$ cat src/rtl/smac_load_sequencer_if.sv
// smac_load_sequencer_if: operand stream, register-bank and datapath handshake bundle
interface smac_load_sequencer_if #(
    parameter int NREG = 8,
    parameter int M    = 16
);
    localparam int IW = $clog2(NREG);
    logic            start;
    logic [IW:0]     cfg_len;
    logic            abort;
    logic            in_valid;
    logic [M-1:0]    in_data;
    logic            in_ready;
    logic [M-1:0]    reg_wdata;
    logic [NREG-1:0] reg_w_en;
    logic [NREG-1:0] reg_cl_en;
    logic            bank_valid;
    logic [IW:0]     bank_len;
    logic            dp_ack;
    logic            busy;
    logic            err_len;
    modport master (
        output start, cfg_len, abort, in_valid, in_data, dp_ack,
        input  in_ready, reg_wdata, reg_w_en, reg_cl_en, bank_valid, bank_len, busy, err_len
    );
    modport slave (
        input  start, cfg_len, abort, in_valid, in_data, dp_ack,
        output in_ready, reg_wdata, reg_w_en, reg_cl_en, bank_valid, bank_len, busy, err_len
    );
endinterface

$ cat src/rtl/smac_load_sequencer.sv
// smac_load_sequencer: sequences clear/write enables of an external input register bank
module smac_load_sequencer #(
    parameter int NREG = 8,
    parameter int M    = 16
) (
    input logic clk,
    input logic rst,
    smac_load_sequencer_if.slave bus
);
    localparam int IW = $clog2(NREG);
    typedef enum logic [2:0] {IDLE, CLEAR, LOAD, VALID, DRAIN} state_t;
    state_t        state_q, state_d;
    logic [IW-1:0] idx_q, idx_d;
    logic [IW:0]   len_q, len_d;
    logic          err_q, err_d;
    logic          xfer, len_ok, last;
    assign len_ok = (bus.cfg_len != '0) && (bus.cfg_len <= (IW+1)'(NREG));
    assign last   = {1'b0, idx_q} == len_q - 1'b1;
    assign bus.in_ready   = (state_q == LOAD) && !bus.abort;
    assign xfer           = bus.in_valid && bus.in_ready;
    assign bus.reg_wdata  = M'(bus.in_data);
    assign bus.reg_w_en   = xfer ? NREG'(1) << idx_q : '0;
    assign bus.reg_cl_en  = (state_q == CLEAR || state_q == DRAIN) ? '1 : '0;
    assign bus.bank_valid = state_q == VALID;
    assign bus.bank_len   = (state_q == VALID) ? len_q : '0;
    assign bus.busy       = state_q != IDLE;
    assign bus.err_len    = err_q;
    // next-state: abort outranks both ack and transfer; illegal lengths only raise err
    always_comb begin
        state_d = state_q;
        idx_d   = idx_q;
        len_d   = len_q;
        err_d   = 1'b0;
        case (state_q)
            IDLE: if (bus.start) begin
                if (len_ok) begin
                    len_d   = bus.cfg_len;
                    state_d = CLEAR;
                end else err_d = 1'b1;
            end
            CLEAR: begin
                idx_d   = '0;
                state_d = bus.abort ? DRAIN : LOAD;
            end
            LOAD: if (bus.abort) state_d = DRAIN;
                  else if (xfer) begin
                      idx_d   = idx_q + 1'b1;
                      state_d = last ? VALID : LOAD;
                  end
            VALID: state_d = (bus.abort || bus.dp_ack) ? DRAIN : VALID;
            DRAIN: state_d = IDLE;
            default: state_d = IDLE;
        endcase
    end
    // controller state registers
    always_ff @(posedge clk or posedge rst) begin
        if (rst) begin
            state_q <= IDLE;
            idx_q   <= '0;
            len_q   <= '0;
            err_q   <= 1'b0;
        end else begin
            state_q <= state_d;
            idx_q   <= idx_d;
            len_q   <= len_d;
            err_q   <= err_d;
        end
    end
endmodule
$ cat src/flat_wrapper.sv
// flat-port wrapper written by rule: the top's interface ports become plain ports
module smac_load_sequencer_flat 
#(
    parameter int NREG = 8,
    parameter int M    = 16
)
  (clk, rst, bus_start, bus_cfg_len, bus_abort, bus_in_valid, bus_in_data, bus_dp_ack, bus_in_ready, bus_reg_wdata, bus_reg_w_en, bus_reg_cl_en, bus_bank_valid, bus_bank_len, bus_busy, bus_err_len);
  smac_load_sequencer_if #(.NREG(NREG), .M(M)) bus_i ();
  input logic clk;
  input logic rst;
  input wire logic [$bits(bus_i.start)-1:0] bus_start;
  input wire logic [$bits(bus_i.cfg_len)-1:0] bus_cfg_len;
  input wire logic [$bits(bus_i.abort)-1:0] bus_abort;
  input wire logic [$bits(bus_i.in_valid)-1:0] bus_in_valid;
  input wire logic [$bits(bus_i.in_data)-1:0] bus_in_data;
  input wire logic [$bits(bus_i.dp_ack)-1:0] bus_dp_ack;
  output wire logic [$bits(bus_i.in_ready)-1:0] bus_in_ready;
  output wire logic [$bits(bus_i.reg_wdata)-1:0] bus_reg_wdata;
  output wire logic [$bits(bus_i.reg_w_en)-1:0] bus_reg_w_en;
  output wire logic [$bits(bus_i.reg_cl_en)-1:0] bus_reg_cl_en;
  output wire logic [$bits(bus_i.bank_valid)-1:0] bus_bank_valid;
  output wire logic [$bits(bus_i.bank_len)-1:0] bus_bank_len;
  output wire logic [$bits(bus_i.busy)-1:0] bus_busy;
  output wire logic [$bits(bus_i.err_len)-1:0] bus_err_len;
  assign bus_i.start = bus_start;
  assign bus_i.cfg_len = bus_cfg_len;
  assign bus_i.abort = bus_abort;
  assign bus_i.in_valid = bus_in_valid;
  assign bus_i.in_data = bus_in_data;
  assign bus_i.dp_ack = bus_dp_ack;
  assign bus_in_ready = bus_i.in_ready;
  assign bus_reg_wdata = bus_i.reg_wdata;
  assign bus_reg_w_en = bus_i.reg_w_en;
  assign bus_reg_cl_en = bus_i.reg_cl_en;
  assign bus_bank_valid = bus_i.bank_valid;
  assign bus_bank_len = bus_i.bank_len;
  assign bus_busy = bus_i.busy;
  assign bus_err_len = bus_i.err_len;
  smac_load_sequencer #(.NREG(NREG), .M(M)) u_core (.clk(clk), .rst(rst), .bus(bus_i));
endmodule
$ cat config.mk
export PLATFORM = sky130hd
export DESIGN_NAME = smac_load_sequencer_flat
export DESIGN_NICKNAME = d
export VERILOG_FILES = /design/src/rtl/smac_load_sequencer_if.sv /design/src/rtl/smac_load_sequencer.sv /design/src/flat_wrapper.sv
export SDC_FILE = /design/constraint.sdc
export NUM_CORES = 1
export LEC_CHECK = 0
export ABC_AREA = 1
export ABC_CLOCK_PERIOD_IN_PS = 1390
export CAP_MARGIN = 20
export CORE_ASPECT_RATIO = 1.5
export CORE_MARGIN = 2
export CORE_UTILIZATION = 30
export CTS_CLUSTER_DIAMETER = 80
export DETAILED_ROUTE_END_ITERATION = 8
export MAX_ROUTING_LAYER = met4
export PLACE_DENSITY = 0.74
export SLEW_MARGIN = 20
export SYNTH_ARGS = -nofsm -noshare
export SYNTH_HDL_FRONTEND = slang
export SYNTH_SLANG_ARGS = --single-unit
$ cat constraint.sdc
create_clock -name clk -period 1.39 [get_ports clk]
set_input_delay 0.2085 -clock clk [delete_from_list [all_inputs] [get_ports clk]]
set_output_delay 0.2085 -clock clk [all_outputs]
set_load 0.1 [all_outputs]
==> qor.yml <==
syn-cell-area_um2: 1020
ioPinCount: 66
drt_iter0_drc: 19
synth_top_area_frac: 0.269
chipWidth_um: 51.7
post-route-util: 0.593
crit_type: "reg2out"
final_cells: 233
grtUsageTotal: 0.145
core_um2: 3320
wire_per_inst_um: 10.5
rows: 26
placed_area_um2: 1740
drc: 0
synth_common_cells: "32 x nand2_1, 28 x inv_1, 23 x buf_4"
clk_pin_slew_ns: 0.05
max-slew-margin-rel: 0.704
clkLatencyLatePin_ns: 0.24
slowest_stage: "dfrtp_1"
yosys_most_used_dff: "dfrtp_1"
peakVddDrop_mv: 2.34
antenna_found_initial: 0
cp.depth: 6
syn_to_final_growth_pct: 92.4
fmax_mhz: 596
p_total_mw: 5.19
async_flop_share: 1.00
final_nets: 225
die-area_um2: 3900
drv_cap: 0
drv_slew: 0
synth.most_common_cell: "nand2_1"
period_minus_slack_ns: 1.68
dp.cells: 217
ys_types: 18
outcome: "complete, but fails checks"
post-route-period-util: 1.21
skew_ns: 0.000470
critPathTopFamily: "simple AND/OR/NAND/NOR gates"
tns_ns: -5.32
cts-buffers-inserted: 3
cts_htree_levels: 1
crit_buf_inv: 3
holdWs_ns: 0.262
netlist_instances: 147
total_leakage_power_nw: 0.935
final-hold-violation-count: 0
grt-ovfl-total: 0
ctsRootBufferMaster: "clkbuf_8"
wl_um: 2450
antenna_cells: 0
grt_max_degree: 12
clk_path_buf_depth: 2
fp.dieH_um: 75.5
start_kind: "register"
worst_ep_arrival_time_ns: 1.47
io_buffers: 33
worstRegToRegCells: 7
yosys-top-cells-area: "dfrtp_1 27%, buf_4 17%, nand2_1 12%, inv_1 10%, ha_1 8.6%"
rsz0062_at_grt: "true"
cts-hold-fix-buffers: 0
hold_path_class: "in2async"
ys_seq_elements: 11
p_per_area_nw_per_um2: 2640
synth_top_area_cell: "dfrtp_1"
viasPerCell: 4.39
place.gp.congestion: 0.834
crit_chain: "inv_2 > nand4_4 > nor2_4 > inv_6 > nor3_4 > buf_12"
ys_warn_count: 0
tightest_slew_ns: 0.443
nFillCells: 264
finalInstanceArea_um2: 1970
start_util: 0.308
hpwl_um: 1890
crit_required_ns: 1.18
cts_num_sinks: 11
grt_pass1_vias: 1002
tritoncts: "built"
dr.pass1.iters: 4
path_max_fanout: 9
violations: "setup timing"
seq_area_um2: 275
drtAntennaViolNets: 0
pre_cts_ws_ns: -0.284
final.setup.worst_slack_ns: -0.289
vias: 1024
setup_violations: 23
syn_nets: 180
end_kind: "output pin"
synth-edff-count: 0
drive_gt1_frac: 0.482
ys_seq_area_frac: 0.269
grt_pass1_wl_um: 4150
multiInputGateArea_um2: 623
syn_area_per_cell_um2: 6.95
critPathMaxStageDelay_ns: 0.38
==> final cells by class <==
type | instances | share of cell area
inverter | 31 | 0.0662
sequential | 11 | 0.140
tap | 42 | 0.0267
multi-input combinational | 82 | 0.317
clock buffer | 4 | 0.0229
timing repair buffer | 63 | 0.427
==> repair_timing <==
item	in CTS	in global routing
pin swaps	2	1
gates resized for setup	12	15
setup endpoints to repair	23	32
setup buffers	6	7
==> per-layer routing <==
metal | track usage | vias up | routed length [µm]
met4 | 0.0702 | 0 | 48
met1 | 0.133 | 467 | 852
met3 | 0.0216 | 9 | 118
li1 | - | 516 | -
met5 | - | - | 0
met2 | 0.286 | 32 | 1430
==> sequential cells by signal, summed over array words and instances, names as in the netlist <==
register / count
u_core.len_q: 4
u_core.bus.err_len: 1
u_core.state_q: 3
u_core.idx_q: 3
==> power by group <==
group	switching, mW	internal [mW]
clock	0.132	0.202
sequential	0.111	0.430
combinational	2.66	1.65
total	2.91	2.28
==> worst paths after layout <==
check	endpoint	slack, ns	start
max reg2reg	u_core.bus.err_len	0.07	u_core.state_q[0]
max in group asynchronous	u_core.len_q[1]	0.82	rst
min	u_core.state_q[2]	0.26	rst
min reg2reg	u_core.len_q[2]	0.52	u_core.len_q[2]
min in group clk	u_core.state_q[1]	0.31	bus_abort
max	bus_reg_w_en[4]	-0.29	u_core.state_q[2]
==> logic make-up after synthesis <==
family | count (synthesis) | synth area share
AOI/OAI and AO/OA | 11 | 0.0575
buffers and inverters | 54 | 0.283
DFF | 11 | 0.269
adders and majority gates | 7 | 0.0857
and+or+nand+nor | 64 | 0.305
==> cell usage in the layout, fill, tap and decap left out, drive strengths merged, types with 2 or more instances in the layout <==
cell	count
nand4	2
buf	54
o21ai	6
nor2	12
a21oi	3
clkdlybuf4s50	8
nand3	10
nor3	7
dfrtp	11
nand2	32
clkbuf	4
inv	30
ha	7
No activity file was read; power rests on OpenSTA's default activity.
